[src/rtl/fifo_wr_cntrl.sv]
// rtl/fifo_wr_cntrl.sv - write-domain pointer, full/almost-full and overflow control for an async FIFO
module fifo_wr_cntrl #(
    parameter int unsigned MEM_DEPTH = 8,
    parameter int unsigned AFULL_TH  = 6
) (
    input  logic                         W_CLK,
    input  logic                         W_RST,
    input  logic                         W_INC,
    input  logic                         W_OVF_CLR,
    input  logic [$clog2(MEM_DEPTH):0]   wq2_rptr,
    output logic                         W_EN,
    output logic [$clog2(MEM_DEPTH)-1:0] W_addr,
    output logic [$clog2(MEM_DEPTH):0]   wptr,
    output logic                         W_FULL,
    output logic                         W_AFULL,
    output logic [$clog2(MEM_DEPTH):0]   W_LEVEL,
    output logic                         W_OVF
);

    localparam int unsigned A = $clog2(MEM_DEPTH);
    localparam int unsigned P = A + 1;
    localparam logic [P-1:0] AFULL_LVL = P'(AFULL_TH);

    logic [P-1:0] wbin;
    logic [P-1:0] wbin_next;
    logic [P-1:0] wgray_next;
    logic [P-1:0] full_ptr;
    logic [P-1:0] rbin;
    logic         full_next;

    assign W_EN       = W_INC & ~W_FULL;
    assign W_addr     = wbin[A-1:0];
    assign wbin_next  = wbin + {{(P-1){1'b0}}, W_EN};
    assign wgray_next = wbin_next ^ (wbin_next >> 1);

    // Full when the write pointer has lapped the read pointer once: top two Gray bits inverted.
    assign full_ptr  = {~wq2_rptr[P-1:P-2], wq2_rptr[P-3:0]};
    assign full_next = (wgray_next == full_ptr);

    // Gray-to-binary: each binary bit is the XOR of all Gray bits at or above it.
    always_comb begin
        rbin = '0;
        for (int i = 0; i < int'(P); i++) begin
            rbin[i] = ^(wq2_rptr >> i);
        end
    end

    assign W_LEVEL = wbin - rbin;
    assign W_AFULL = (W_LEVEL >= AFULL_LVL);

    always_ff @(posedge W_CLK or negedge W_RST) begin
        if (!W_RST) begin
            wbin   <= '0;
            wptr   <= '0;
            W_FULL <= 1'b0;
        end else begin
            wbin   <= wbin_next;
            wptr   <= wgray_next;
            W_FULL <= full_next;
        end
    end

    // A rejected write in the same cycle as a clear keeps the error visible.
    always_ff @(posedge W_CLK or negedge W_RST) begin
        if (!W_RST) begin
            W_OVF <= 1'b0;
        end else if (W_INC && W_FULL) begin
            W_OVF <= 1'b1;
        end else if (W_OVF_CLR) begin
            W_OVF <= 1'b0;
        end
    end

endmodule

[config.mk]
export PLATFORM = sky130hd
export DESIGN_NAME = fifo_wr_cntrl
export DESIGN_NICKNAME = d
export VERILOG_FILES = /design/src/rtl/fifo_wr_cntrl.sv
export SDC_FILE = /design/constraint.sdc
export NUM_CORES = 1
export LEC_CHECK = 0
export CAP_MARGIN = 10
export CORE_MARGIN = 1.5
export CORE_UTILIZATION = 39
export CTS_CLUSTER_DIAMETER = 50
export DETAILED_ROUTE_END_ITERATION = 12
export PLACE_DENSITY_LB_ADDON = 0.2
export REMOVE_ABC_BUFFERS = 1
export SLEW_MARGIN = 20
export SYNTH_ARGS = -nofsm -noshare
export SYNTH_HDL_FRONTEND = slang
export SYNTH_SLANG_ARGS = --single-unit
[constraint.sdc]
create_clock -name W_CLK -period 3.3 [get_ports W_CLK]
set_clock_uncertainty 0.1 [all_clocks]
set_input_delay 0.66 -clock W_CLK [delete_from_list [all_inputs] [get_ports W_CLK]]
set_output_delay 0.66 -clock W_CLK [all_outputs]
set_load 0.005 [all_outputs]
==> implementation parameters, run 1 <==
Parameter                              Value

Final layout
  Number of inserted diodes    0
  Ratio of cells with drive above 1 in the final layout    0.362
  Area Growth Syn to Fin    68.8%
  Final-stage net count    119
  Most frequent cells in the layout    clkdlybuf4s50_1, buf_4, dfrtp_1

Worst setup path
  Gate family responsible for the most delay along the worst path    simple AND/OR/NAND/NOR gates
  Critical path class    input port to primary output
  R2R Path End    W_FULL$_DFF_PN0_
  Sort of element at the end of the critical path    primary output
  R2R depth    7
  Standard cell with the maximum stage delay on the critical path    or4b_4
  Cell count along the critical path    11
  Peak fanout along the critical path    3
  Element type at the critical path start    input port
  Launch point of the worst reg-to-reg path    W_FULL$_DFF_PN0_
  Ordered cell list for the critical path    buf_8 > xor2_4 > xnor2_2 > xnor2_1 > ha_2 > buf_6 > nor2b_4 > or4b_4 > and2_4 > a311o_1 > buf_2
  Data required time of the worst path    2.54 ns
  Buffer and inverter count on the worst path    3
  Arrival time at the worst endpoint    2.79 ns
  Worst setup path startpoint    wq2_rptr[3]
  Worst setup path endpoint    W_AFULL
  R2r setup slk    1.15 ns
  Highest cell delay on the worst timing path    0.52 ns

Clocking
  Clock Pin Slew Worst Setup and Hold Paths    0.06 ns
  Number of buffers on the longest clock path    2
  Later-pin clock latency in the skew report    0.26 ns
  CTS root buffer    clkbuf_4
  Cts bufs inserted    3
  Total clock sinks    9
  Clock tree from TritonCTS    built
  Number of H-tree levels    1

Timing
  Final worst-path setup slack    -0.252 ns
  Final number of hold-violating endpoints    0
  Worst hold-check slack    0.411 ns
  Worst slew margin relative to its limit    0.741
  Maximum frequency from static timing analysis    282 MHz
  Max-slew violation count    0
  Time the final worst path needs with I/O delays and setup    3.55 ns
  Setup repair after global routing missed its margin    true
  Setup total negative slack    -0.446 ns
  Final cycle utilization of the critical path    1.08
  Transition time at the pin with the least slew margin    0.379 ns
  Final setup violation count    2

GRT
  Total routing usage reported by global routing    0.175
  Overflow left after global routing    0
  Vias in the first global route    520
  Wire length of the first global-routing pass    2.42 mm
  GRT met3 Usage    0.0500
  Largest net degree at the start of global routing    13
  Layer carrying the most global-route usage    met2
  Routing usage on met2    0.294
  Met1 track demand over resource    0.225
  Antenna violations before repair    0

Synthesis
  Largest family of logic cells by synthesized area    XOR/XNOR gates
  Multiplexer fraction of the synthesized cell area    0
  Cells after Synth    64
  Simple-gate share of the synthesized area    0.182
  Mean cell area of the mapped netlist    10.1 um2
  Xor and xnor fraction of the mapped netlist area    0.190
  Distinct cell type count after synthesis    28
  Sequential element share of the synthesized area    0.349
  Flip-flop and latch count after synthesis    9
  Arithmetic-cell share of the synthesized area counting full adders, half adders and majority gates    0.109
  Synthesis Warnings    0
  Synthesized-area fraction occupied by ao, oa, aoi and oai cells    0.110
  Combined area of all synthesized cells    646 um2

Die
  FP Rows    14
  Starting utilization of the core area    0.424
  Die area    0.00191 mm2
  Horizontal die dimension    43.7 um
  Core Footprint    0.00152 mm2
  Count of boundary I/O pins    23
  Height of the chip    43.7 um

Place
  Post-detailed-placement half-perimeter wirelength    1.01 mm
  IO buf count    22
  Final Wtd Congestion    0.742

Job
  Max-cap violations    0

Routing
  Drt wl/cell    13.0 um
  Remaining routing DRC violations    0
  Vias per Instance    4.98
  Drt total wl    1.58 mm
  Detailed-routing iteration count for the pre-antenna-repair pass    4
  Number of design-rule violations left by the first detailed-router iteration    10
  Antenna viol nets, final    0
  Vias post-DR    603

Power and ir drop
  Worst VDD drop    0.627 mV
  Leakage power of the design    0.488 nW
  Total power divided by cell area    1010 mW/mm2

Status
  Failing checks    negative setup slack
  Result of the run    complete, but fails checks

Worst hold path
  Min-Delay Path Class    register to register
[final cells by class]
type                    instances  area, um2
clock buffers                   4       26.3
fillers                       116        434
multi-input cells              47        447
flip-flops and latches          9        225
repair buffers                 39        349
well taps                      16       20.0
inverters                       6       22.5
[kinds of logic (layout without fill, tap and decap cells)]
group | count (synthesis) | in the layout
AOI/OAI and AO/OA | 10 | 10
adders and majority gates | 5 | 5
and+or+nand+nor | 18 | 18
DFF | 9 | 9
xor gates and xnor gates | 14 | 14
buffers and inverters | 8 | 49
[through the flow]
step | setup slack, ns | utilization | total power, mW | area (um2) | cells
5_1_grt | -0.332 | 0.715 | 1.18 | 1090 | 121
3_3_place_gp | -1.03 | 0.620 | 0.956 | 945 | 110
6_report | -0.252 | 0.715 | 1.10 | 1090 | 121
3_5_place_dp | -1.08 | 0.620 | 0.962 | 945 | 110
4_1_cts | -0.227 | 0.702 | 1.08 | 1070 | 119
2_1_floorplan | -0.0801 | - | 0.588 | 629 | 62
[power by group]
group          leakage (nW)  internal [mW]  total, mW  switching (mW)
registers             0.109          0.171      0.223          0.0523
clock network        0.0150         0.0465     0.0839          0.0373
logic                 0.364          0.467      0.791           0.324
[how the worst min path moves through the flow]
| stage | to | startpoint | depth (start not counted) |
|---|---|---|---|
| final | W_OVF$_DFFE_PN0P_ | W_FULL$_DFF_PN0_ | 2 |
| after global routing | W_OVF$_DFFE_PN0P_ | W_OVF$_DFFE_PN0P_ | 2 |
| after CTS | W_OVF$_DFFE_PN0P_ | W_FULL$_DFF_PN0_ | 2 |
| after detailed placement | W_OVF$_DFFE_PN0P_ | W_FULL$_DFF_PN0_ | 2 |
| after global placement | W_OVF$_DFFE_PN0P_ | W_FULL$_DFF_PN0_ | 2 |
| after floorplan | W_FULL$_DFF_PN0_ | W_RST | 0 |
[repair_timing]
| item | 4_1_cts | 5_1_grt |
|---|---|---|
| endpoints found under the hold margin | 0 | 0 |
| setup endpoints to repair | 5 | 3 |
| hold buffers | 0 | 0 |
| resized for setup | 37 | 5 |
| pin swaps | 11 | 10 |
| setup buffers | 5 | 2 |
[state kept, by name, indices dropped and copies added, names as in the netlist]
name,flops
wptr,3
W_OVF,1
wbin,4
W_FULL,1
[layer usage]
| metal | part of all wire | wire [um] |
|---|---|---|
| met1 | 0.41 | 654 |
| met2 | 0.51 | 805 |
| met3 | 0.074 | 117 |
| met4 | 0 | 0 |
| met5 | 0 | 0 |
[worst min-delay path, cell delays in order, from the launching register on]
cell	delay, ns
dfrtp_1	0.37
nand2_1	0.06
o21ai_0	0.06
[cell usage after synthesis]
master | count | area share
buf_6 | 1 | 0.017
o21ai_0 | 3 | 0.023
nand2b_1 | 1 | 0.0097
ha_1 | 4 | 0.078
or4b_1 | 1 | 0.016
a21o_1 | 1 | 0.012
xnor2_1 | 6 | 0.081
or3_1 | 1 | 0.0097
a31o_2 | 1 | 0.014
inv_1 | 6 | 0.035
a41oi_1 | 1 | 0.014
dfrtp_1 | 9 | 0.35
nor2_1 | 1 | 0.0058
and2_1 | 2 | 0.019
or4b_4 | 1 | 0.021
and2_4 | 1 | 0.014
a22oi_1 | 1 | 0.012
nor2b_1 | 3 | 0.029
a2111oi_0 | 1 | 0.014
nand4_1 | 1 | 0.0097
nand2_1 | 1 | 0.0058
nor3b_1 | 1 | 0.012
nand3_1 | 4 | 0.031
a21oi_1 | 1 | 0.0077
buf_2 | 1 | 0.0077
xor2_1 | 8 | 0.11
a311o_1 | 1 | 0.016
fa_1 | 1 | 0.031
No activity file was read; power rests on OpenSTA's default activity.
==> run 2, diff against run 1 <==
--- a/config.mk
+++ b/config.mk
@@ -6,6 +6,7 @@
 export NUM_CORES = 1
 export LEC_CHECK = 0
 export CAP_MARGIN = 10
+export CORE_ASPECT_RATIO = 1.1
 export CORE_MARGIN = 1.5
 export CORE_UTILIZATION = 39
 export CTS_CLUSTER_DIAMETER = 50
==> run 2 against run 1 <==
Compared with the run above:
- the run still ends with negative setup slack left
- final cell count is 2.5% lower
- final area is 4.1% lower
- sequential power hardly changed
- power is 0.67% lower
- critical path depth is 1 higher
- clock-buffer cell count stayed put
- register-to-register slack worse by 0.05 ns
- first-iteration DRC count is 60% lower
- non-clock buffer count is 4 lower
- die area hardly changed
- worst setup slack better by 0.035 ns
- largest power group unchanged
==> implementation parameters, run 2 (synthesis gave the netlist of run 1 again) <==
Parameter                              Value

Status
  Result of the run    complete, but fails checks
  Failing checks    negative setup slack

Final layout
  Final-stage net count    115
  Max reg flops    4
  Biggest regs    wbin (4), wptr (3)
  Area occupied by registers    225 um2
  Combined area of the multi-input logic cells    432 um2
  Most frequent cells in the layout    clkdlybuf4s50_1, buf_4, dfrtp_1
  Register name with the most flops    wbin
  Final core utilization    0.671
  Ratio of cells with drive above 1 in the final layout    0.307
  Most common cell after layout, fill and taps aside    clkdlybuf4s50_1
  Number of inserted diodes    0
  Number of filler cells placed in the layout    134
  Area Growth Syn to Fin    61.8%

Power and ir drop
  Total power divided by cell area    1040 mW/mm2
  Worst VDD drop    0.516 mV
  Leakage power of the design    0.462 nW

Timing
  Worst slew margin relative to its limit    0.714
  Maximum frequency from static timing analysis    284 MHz
  Final worst-path setup slack    -0.217 ns
  Final cycle utilization of the critical path    1.07
  Final setup violation count    2
  Setup total negative slack    -0.432 ns
  Time the final worst path needs with I/O delays and setup    3.52 ns
  Max-slew violation count    0
  Setup repair after global routing missed its margin    true
  Final number of hold-violating endpoints    0
  Transition time at the pin with the least slew margin    0.429 ns

GRT
  Layer carrying the most global-route usage    met2
  Vias in the first global route    573
  Wire length of the first global-routing pass    2.37 mm
  Routing usage on met2    0.313
  Overflow left after global routing    0
  GRT met3 Usage    0.0198
  Largest net degree at the start of global routing    13
  Total routing usage reported by global routing    0.164
  Met1 track demand over resource    0.177
  Antenna violations before repair    0

Routing
  Vias post-DR    594
  Vias per Instance    5.03
  Number of design-rule violations left by the first detailed-router iteration    4
  Drt total wl    1.51 mm
  Detailed-routing iteration count for the pre-antenna-repair pass    4
  Drt wl/cell    12.8 um
  Antenna viol nets, final    0
  Remaining routing DRC violations    0

Die
  FP Rows    15
  Core Footprint    0.00156 mm2
  Die area    0.00191 mm2
  Starting utilization of the core area    0.414
  Horizontal die dimension    41.8 um
  Count of boundary I/O pins    23
  Height of the chip    45.7 um

Worst hold path
  Min-Delay Path Class    register to register

Worst setup path
  R2r setup slk    1.10 ns
  Launch point of the worst reg-to-reg path    W_FULL$_DFF_PN0_
  R2R depth    7
  Peak fanout along the critical path    3
  Element type at the critical path start    input port
  Worst setup path startpoint    wq2_rptr[2]
  Worst setup path endpoint    W_AFULL
  Critical path class    input port to primary output
  Data required time of the worst path    2.54 ns
  R2R Path End    W_FULL$_DFF_PN0_
  Sort of element at the end of the critical path    primary output
  Arrival time at the worst endpoint    2.76 ns

Place
  Post-detailed-placement half-perimeter wirelength    1.14 mm
  IO buf count    22
  Worst-case setup slack after placement    -1.10 ns
  Final Wtd Congestion    0.760

Clocking
  Clock Pin Slew Worst Setup and Hold Paths    0.06 ns
  Number of buffers on the longest clock path    2
  Total clock sinks    9
  Clock tree from TritonCTS    built
  Cts bufs inserted    3
  CTS root buffer    clkbuf_4
  Number of H-tree levels    1
  Later-pin clock latency in the skew report    0.26 ns

Job
  Max-cap violations    0
==> run 2: final cells by class <==
class | count | area share
Clock buffer | 4 | 0.0251
Inverter | 6 | 0.0216
Multi-Input combinational cell | 47 | 0.413
Sequential cell | 9 | 0.216
Tap cell | 17 | 0.0204
Timing Repair Buffer | 35 | 0.304
==> run 2: where the power goes <==
group          internal (mW)  switching, mW
Combinational          0.469          0.314
Sequential             0.171         0.0531
Clock                 0.0465         0.0371
==> run 2: metal layers <==
| layer | routed length, um | share of wire |
|---|---|---|
| met1 | 592 | 0.39 |
| met2 | 853 | 0.56 |
| met3 | 66 | 0.044 |
| met4 | 0 | 0 |
| met5 | 0 | 0 |
==> run 2: critical path, stage by stage <==
cell and delay, ns:
buf_8 0.11, xor2_4 0.18, xnor2_2 0.20, xnor2_1 0.16
ha_2 0.21, inv_2 0.04, fa_2 0.36, xor2_2 0.16
xnor2_1 0.15, and2_1 0.14, a311o_1 0.26, buf_2 0.13
==> run 2: worst min path at each step <==
stage / from / end / slack, ns / cells after the start
after floorplan: W_RST / W_FULL$_DFF_PN0_ / 0.26 / 0
after global placement: W_FULL$_DFF_PN0_ / W_OVF$_DFFE_PN0P_ / 0.40 / 2
after detailed placement: W_FULL$_DFF_PN0_ / W_OVF$_DFFE_PN0P_ / 0.45 / 2
after CTS: W_FULL$_DFF_PN0_ / W_OVF$_DFFE_PN0P_ / 0.48 / 2
after global routing: W_OVF$_DFFE_PN0P_ / W_OVF$_DFFE_PN0P_ / 0.49 / 2
final: W_FULL$_DFF_PN0_ / W_OVF$_DFFE_PN0P_ / 0.46 / 2
==> run 2: timing repair <==
item | CTS | global route
setup buffers | 2 | 0
pin swaps | 9 | 5
hold buffers | 0 | 0
setup endpoints to repair | 5 | 3
gates resized for setup | 34 | 2
==> run 2: through the flow <==
| step | total power [mW] | instance area, um2 | hold WS, ns | std cells |
|---|---|---|---|---|
| CTS | 1.10 | 1040 | 0.482 | 118 |
| finish | 1.09 | 1040 | 0.463 | 118 |
| global route | 1.18 | 1040 | 0.494 | 118 |
| floorplan | 0.588 | 629 | 0.264 | 62 |
| detailed placement | 0.995 | 961 | 0.449 | 113 |
| global placement | 0.974 | 961 | 0.400 | 113 |
